$ cat src/rtl/seq_divider.sv
// seq_divider: iterative restoring divider, one quotient bit per clock.
// Ports:
//   clk          rising-edge clock
//   rst_n        asynchronous active-low reset
//   start        request, sampled only in IDLE or DONE
//   dividend     numerator, captured on accepted start
//   divisor      denominator, captured on accepted start
//   busy         high while iterating (RUN)
//   done         one-cycle pulse, results valid
//   quotient     registered quotient, held until the next op completes
//   remainder    registered remainder, same hold rule
//   div_by_zero  registered flag for the last completed operation
// Optional: define SEQ_DIVIDER_SIGNED_EN for two's-complement operands.
module seq_divider #(
    parameter int WIDTH = 4
) (
    input  logic             clk,
    input  logic             rst_n,
    input  logic             start,
    input  logic [WIDTH-1:0] dividend,
    input  logic [WIDTH-1:0] divisor,
    output logic             busy,
    output logic             done,
    output logic [WIDTH-1:0] quotient,
    output logic [WIDTH-1:0] remainder,
    output logic             div_by_zero
);
    localparam int CW = $clog2(WIDTH);
    typedef enum logic [1:0] {IDLE, RUN, DONE} state_t;
    state_t state_q, state_d;
    logic [CW-1:0] cnt_q, cnt_d;
    // partial remainder never reaches the divisor, so its top bit is always zero and is not stored
    logic [WIDTH-1:0] r_q, r_d, q_q, q_d, dvsr_q, dvsr_d;
    logic [WIDTH-1:0] quot_q, quot_d, rem_q, rem_d;
    logic dbz_q, dbz_d;
    logic [WIDTH:0] r_sh, diff;
    logic [WIDTH-1:0] q_step, r_fin, a_mag, b_mag, q_res, r_res;
`ifdef SEQ_DIVIDER_SIGNED_EN
    logic qneg_q, qneg_d, rneg_q, rneg_d;
`endif
    assign r_sh   = {r_q, q_q[WIDTH-1]};
    assign diff   = r_sh - {1'b0, dvsr_q};
    // top bit of diff set means the trial subtraction borrowed: restore
    assign q_step = {q_q[WIDTH-2:0], ~diff[WIDTH]};
    assign r_fin  = diff[WIDTH] ? r_sh[WIDTH-1:0] : diff[WIDTH-1:0];
`ifdef SEQ_DIVIDER_SIGNED_EN
    // most-negative magnitude wraps to itself, which is its correct unsigned value
    assign a_mag  = dividend[WIDTH-1] ? -dividend : dividend;
    assign b_mag  = divisor[WIDTH-1] ? -divisor : divisor;
    assign q_res  = qneg_q ? -q_step : q_step;
    assign r_res  = rneg_q ? -r_fin : r_fin;
`else
    assign a_mag  = dividend;
    assign b_mag  = divisor;
    assign q_res  = q_step;
    assign r_res  = r_fin;
`endif
    always_ff @(posedge clk or negedge rst_n) begin
        if (!rst_n) begin
            state_q <= IDLE;
            cnt_q   <= '0;
            r_q     <= '0;
            q_q     <= '0;
            dvsr_q  <= '0;
            quot_q  <= '0;
            rem_q   <= '0;
            dbz_q   <= 1'b0;
`ifdef SEQ_DIVIDER_SIGNED_EN
            qneg_q  <= 1'b0;
            rneg_q  <= 1'b0;
`endif
        end else begin
            state_q <= state_d;
            cnt_q   <= cnt_d;
            r_q     <= r_d;
            q_q     <= q_d;
            dvsr_q  <= dvsr_d;
            quot_q  <= quot_d;
            rem_q   <= rem_d;
            dbz_q   <= dbz_d;
`ifdef SEQ_DIVIDER_SIGNED_EN
            qneg_q  <= qneg_d;
            rneg_q  <= rneg_d;
`endif
        end
    end
    always_comb begin
        state_d = state_q;
        cnt_d   = cnt_q;
        r_d     = r_q;
        q_d     = q_q;
        dvsr_d  = dvsr_q;
        quot_d  = quot_q;
        rem_d   = rem_q;
        dbz_d   = dbz_q;
`ifdef SEQ_DIVIDER_SIGNED_EN
        qneg_d  = qneg_q;
        rneg_d  = rneg_q;
`endif
        if (state_q == RUN) begin
            r_d   = r_fin;
            q_d   = q_step;
            cnt_d = cnt_q - CW'(1);
            if (cnt_q == '0) begin
                state_d = DONE;
                quot_d  = q_res;
                rem_d   = r_res;
                dbz_d   = 1'b0;
            end
        end else if (start) begin
            if (divisor == '0) begin
                state_d = DONE;
                quot_d  = '1;
                rem_d   = dividend;
                dbz_d   = 1'b1;
            end else begin
                state_d = RUN;
                dvsr_d  = b_mag;
                q_d     = a_mag;
                r_d     = '0;
                cnt_d   = CW'(WIDTH - 1);
`ifdef SEQ_DIVIDER_SIGNED_EN
                qneg_d  = dividend[WIDTH-1] ^ divisor[WIDTH-1];
                rneg_d  = dividend[WIDTH-1];
`endif
            end
        end else if (state_q == DONE) begin
            state_d = IDLE;
        end
    end
    assign busy        = (state_q == RUN);
    assign done        = (state_q == DONE);
    assign quotient    = quot_q;
    assign remainder   = rem_q;
    assign div_by_zero = dbz_q;
endmodule

$ cat config.mk
export PLATFORM = sky130hd
export DESIGN_NAME = seq_divider
export DESIGN_NICKNAME = d
export VERILOG_FILES = /design/src/rtl/seq_divider.sv
export SDC_FILE = /design/constraint.sdc
export NUM_CORES = 1
export LEC_CHECK = 0
export CORE_MARGIN = 4
export CORE_UTILIZATION = 52
export CTS_CLUSTER_DIAMETER = 200
export DETAILED_ROUTE_END_ITERATION = 10
export GPL_TIMING_DRIVEN = 0
export PLACE_DENSITY_LB_ADDON = 0.1
export REMOVE_ABC_BUFFERS = 1
export SLEW_MARGIN = 20
export SYNTH_ARGS = -nofsm -noshare
export SYNTH_HDL_FRONTEND = slang
export SYNTH_SLANG_ARGS = --single-unit
$ cat constraint.sdc
create_clock -name clk -period 2.45 [get_ports clk]
set_clock_uncertainty 0.2 [all_clocks]
set_input_delay 0.49 -clock clk [delete_from_list [all_inputs] [get_ports clk]]
set_output_delay 0.49 -clock clk [all_outputs]
set_load 0.1 [all_outputs]
Word level (Yosys, flattened, before mapping)

Index checks and enable logic that the tools add are counted.

Reductions and logical operators: 9
Multiplexer cells: 27
Equality and inequality tests: 4
Bitwise logic cells: 3
$add $sub $neg: 2

Operators by type and width:

| operator                                         | number |
|---|---|
| two-way mux 4 bit                                | 15 |
| two-way mux 2 bit                                | 8 |
| AND reduction 3 bit                              | 2 |
| subtractor 5 x 4 -> 5 bit                        | 1 |
| logical NOT 4 bit                                | 1 |
| two-way mux 1 bit                                | 4 |
| AND reduction 2 bit                              | 2 |
| nonzero test 2 bit                               | 2 |
| inverter 1 bit                                   | 3 |
| nonzero test 3 bit                               | 1 |
| == test 2 x 1 -> 1 bit, second input constant    | 1 |
| == test 2 bit, second input constant             | 1 |
| logical NOT 2 bit                                | 1 |
| != test 2 x 1 -> 1 bit, second input constant    | 1 |
| != test 2 bit, second input constant             | 1 |
| subtractor 2 x 1 -> 2 bit, second input constant | 1 |

Register bits: 25
Output and inout port bits: 11
Logic and storage cells: 53

Logic depth before layout (Yosys ltp)

Word-level depth: 4
Depth in mapped cells: 8
Mapped depth without buffers: 8

Worst setup path before layout

OpenSTA, ideal clock, no wires.

Kind: register -> register
Start point: register q_q[3]
End point: register r_q[3]
Clock period less this slack: 2.180 ns
Cell stages (with the launch flop): 9
Arrival: 1.822 ns
Setup time: 0.158 ns
Path buffers: 0
Slack: 0.270 ns
Path through: dfrtp_1 -> inv_1 -> ha_1 -> fa_1 -> nand2b_1 -> a21oi_2 -> xnor2_1 -> nand2b_4 -> a31oi_1

Cells in the longest elaborated chain, start to end: 3

RTL lines:

| element                   | RTL line | source |
|---|---|---|
| start, declared           | 33       | `logic [WIDTH-1:0] r_q, r_d, q_q, q_d, dvsr_q, dvsr_d;` |
| start signal, assigned    | 76       | `q_q <= q_d;` |
| subtractor 5 x 4 -> 5 bit | 42       | `assign diff = r_sh - {1'b0, dvsr_q};` |
| two-way mux 4 bit         | 45       | `assign r_fin = diff[WIDTH] ? r_sh[WIDTH-1:0] : diff[WIDTH-1:0];` |
| two-way mux 4 bit         | 100      | `if (state_q == RUN) begin` |
| end signal, assigned      | 75       | `r_q <= r_d;` |
| end, declared             | 33       |  |

Every way passes these cells.
A chain may end at the register's enable or synchronous reset.

Final worst setup path

Start point: register q_q[3]
End point: register rem_q[3], in the netlist remainder[3]

Cells in the longest elaborated chain, start to end: 4

RTL lines:

| element                   | RTL line | source |
|---|---|---|
| subtractor 5 x 4 -> 5 bit | 42       |  |
| two-way mux 4 bit         | 45       |  |
| two-way mux 4 bit         | 104      | `if (cnt_q == '0) begin` |
| two-way mux 4 bit         | 100      |  |
| end signal, assigned      | 79       | `rem_q <= rem_d;` |
| end, declared             | 34       | `logic [WIDTH-1:0] quot_q, quot_d, rem_q, rem_d;` |

Every way passes these cells. The select of a mux whose other input is x is not followed.

==> key figures <==
Run status
  • Outcome: complete, no violations

STA
  • Setup slack after layout: 160.4 ps
  • Period utilization: 0.9345
  • Shortest period the worst path allows: around 2300 ps
  • Final setup vio count: 0
  • Final number of hold-violating endpoints: 0
  • Actual transition at the worst max-transition pin: 956.4 ps
  • Final count of pins violating max slew: 0
  • Max frequency: 436.8 MHz
  • Unrepaired setup endpoints after global routing: no
  • Worst slew margin relative to its limit: 0.3649

Clock tree
  • TritonCTS clock tree: built
  • CTS Buf Count: 3
  • Setup repair bufs after CTS: 0
  • Clk pin slew, worst setup/hold paths: between 100 and 150 ps
  • Root cell of the clock tree: clkbuf_4
  • Depth of the CTS H-tree: 1
  • Total clock sinks: 25
  • Clock Tree Buf Depth: 2
  • Latest clock arrival within the worst-skew pair: 320 ps

Worst setup path
  • Critical R2R Launch: q_q[3]$_DFFE_PN0P_
  • Critical path launch point type: flip-flop
  • End of the worst register-to-register path: remainder[3]$_DFFE_PN0P_
  • Req. time, crit path: 2460 ps
  • Worst-path fanout max: 4
  • Slowest cell on crit path: fa_1
  • Delay of the slowest critical-path stage: around 400 ps
  • Number of cells on the worst reg-to-reg path: 8
  • Critical Path Sink Type: flip-flop
  • Cells along the critical path: inv_1 -> ha_1 -> fa_1 -> nand2b_1 -> a21oi_4 -> xnor2_2 -> nand2b_4 -> a31oi_1
  • Arrival @ worst endpoint: 2300 ps
  • Worst-case register-to-register setup slack: 160 ps
  • Type of the worst setup path: flip-flop to flip-flop

Finish
  • Share of final-layout standard cells stronger than drive strength 1: 0.1227
  • Final Instance Area: 1634 um2
  • Multi-input gate area in the final layout: ~700 um2
  • Storage element area: 625.6 um2
  • Filler Cell Count: around 220
  • P&R area growth vs syn: 17.76%
  • Share of the core filled with cells in the final layout: 0.6537
  • Ant diodes: 0
  • # nets final: 181

Place
  • Final RePlAce weighted congestion: 0.7555
  • Worst-case setup slack after placement: -396.5 ps
  • Count of input and output buffers: 21
  • Instance area after placement: 1598 um2
  • Detailed-placement wirelength estimate: 2135 um

Job
  • Max-cap violation count: 0

Logic synthesis
  • Number of synthesized register bits: 25
  • Sequential cell area fraction in the yosys report: 0.4509
  • Post-synthesis instance area: approximately 1400 um2
  • Number of different library cells in the post-synthesis netlist: 36
  • Mean Syn Cell Area: 9.703 um2
  • Mapped Cells: 143
  • Yosys warns: 0

Die
  • Area inside the core boundary: 2500 um2
  • Effective utilization at floorplan: 0.5551
  • I/O pin total: 22
  • Die outline width: 59.66 um
  • Total die area: 3559 um2
  • Site row count: 18
  • Die H: 59.66 um

GRT
  • Antenna violations before repair: 0
  • Tot GR Track Use: 0.1902
  • Pin count of the biggest net entering global routing: 26
  • Vias in the first global route: approximately 1,100
  • Global-route wire length before repair: 5147 um
  • Total congestion overflow after global routing: 0

Routing
  • Antenna Violating Nets Remaining: 0
  • Detailed Route Iter0 Violations: 40
  • DRC errors left: 0
  • Vias/cell: 5.725
  • Detailed-router iteration count before antenna repair: 6
  • Number of vias after detailed routing: 1,105
  • WL/cell: 15.24 um
  • Wire length after detailed routing: 2941 um

Worst hold path
  • Hold-critical path depth: 1
  • Startpoint of the worst hold path: quotient[1]$_DFFE_PN0P_
  • Hold Crit Endpoint: quotient[1]$_DFFE_PN0P_
  • Worst hold path type: flip-flop to flip-flop
-- synthesized netlist by cell type --
library cell | instances | area (um2)
a211o_1 | 3 | 26.28
a211oi_1 | 4 | 30.03
a21o_1 | 1 | 7.510
a21oi_1 | 10 | 50.05
a21oi_2 | 5 | 43.79
a31o_2 | 1 | 8.760
a31oi_1 | 8 | 50.05
and2b_1 | 1 | 7.510
and3_1 | 1 | 6.260
and3b_1 | 1 | 8.760
buf_2 | 3 | 15.01
buf_4 | 1 | 7.510
buf_6 | 1 | 11.26
clkbuf_1 | 1 | 3.750
dfrtp_1 | 25 | 625.6
fa_1 | 1 | 20.02
ha_1 | 5 | 62.56
inv_1 | 7 | 26.28
inv_2 | 1 | 3.750
mux2_2 | 1 | 11.26
nand2_1 | 15 | 56.30
nand2b_1 | 1 | 6.260
nand2b_4 | 2 | 27.53
nand3_1 | 4 | 20.02
nand3b_1 | 4 | 30.03
nor2_1 | 13 | 48.80
nor2_4 | 1 | 11.26
nor2b_1 | 1 | 6.260
nor3_1 | 1 | 5.000
nor4_4 | 1 | 21.27
o21ai_0 | 8 | 40.04
o22a_1 | 3 | 26.28
or2b_4 | 1 | 11.26
or3_1 | 4 | 25.02
xnor2_1 | 2 | 17.52
xor2_1 | 1 | 8.760
-- state kept, by name, indices dropped and copies added, names as in the netlist --
signal	cells
state_q	2
r_q	4
div_by_zero	1
q_q	4
dvsr_q	4
remainder	4
cnt_q	2
quotient	4
-- worst max-delay path: cells and delay by family, from the launching register on --
family / cells / cell delay (ps)
fa+ha+maj: 2 / 620
simple gates: 2 / 400
flops: 1 / 390
compound gates: 2 / 320
xor+xnor: 1 / 180
buf+inv: 1 / 70
-- per-stage QoR --
step           TNS [ps]  hold WS, ps  std cells
2_1_floorplan         0       -5.591        137
3_3_place_gp     -381.5        256.9        188
3_5_place_dp     -396.5        275.7        188
4_1_cts               0        297.5        192
5_1_grt               0        313.5        193
6_report              0        300.1        193
-- worst max path at each step --
stage	endpoint	slack (ps)	start
after global placement	busy	-380	state_q[1]$_DFFE_PN0P_
after CTS	r_q[3]$_DFFE_PN0P_	7	q_q[3]$_DFFE_PN0P_
after floorplan	r_q[3]$_DFFE_PN0P_	270	q_q[3]$_DFFE_PN0P_
after detailed placement	busy	-400	state_q[1]$_DFFE_PN0P_
after global routing	remainder[3]$_DFFE_PN0P_	20	q_q[3]$_DFFE_PN0P_
final	remainder[3]$_DFFE_PN0P_	160	q_q[3]$_DFFE_PN0P_
-- cells in the final DEF, fill, tap and decap left out, types with 3 or more instances in the layout --
master,Yosys,routed
nor2_1,13,13
a211oi_1,4,4
a211o_1,3,3
a31oi_1,8,8
a21oi_1,10,10
nand3_1,4,4
nand2_1,15,15
o22a_1,3,3
or3_1,4,4
clkdlybuf4s50_1,0,9
clkbuf_4,0,3
nand3b_1,4,4
a21oi_2,5,4
dfrtp_1,25,25
o21ai_0,8,8
dlygate4sd2_1,0,9
ha_1,5,5
inv_1,7,7
-- layout make-up --
cell class / count / area share
inverter: 8 / 0.01991
tap: 30 / 0.02297
sequential: 25 / 0.3828
multi-input combinational: 104 / 0.4341
clock buffer: 4 / 0.01608
timing repair buffer: 22 / 0.1240
-- logic make-up (layout without fill, tap and decap cells) --
kind of cell / count (synthesis) / in the layout / share of synthesized area
and+or+nand+nor: 51 / 51 / 0.2101
AOI/OAI and AO/OA: 43 / 43 / 0.2038
DFF: 25 / 25 / 0.4509
buffers and inverters: 14 / 34 / 0.04869
adders and majority gates: 6 / 6 / 0.05951
xor gates and xnor gates: 3 / 3 / 0.01894
muxes: 1 / 1 / 0.008115
-- per-layer routing --
metal	share of wire	wire length [um]	up-vias	GRT usage
met5	0	0	-	0
met4	0.015	44	0	0.07278
met3	0.044	130	4	0.02808
met2	0.49	1447	22	0.3272
met1	0.45	1319	537	0.2387
li1	-	-	542	-
-- what timing repair did --
| action | in CTS | in global routing |
|---|---|---|
| hold endpoints to repair | 0 | 25 |
| gates resized for setup | 18 | 4 |
| setup endpoints to repair | 11 | 3 |
| hold buffers | 0 | 1 |
Power is left out: the tool's default activity adds up to more than one toggle a clock period on the data nets, which glitch-free logic cannot reach.
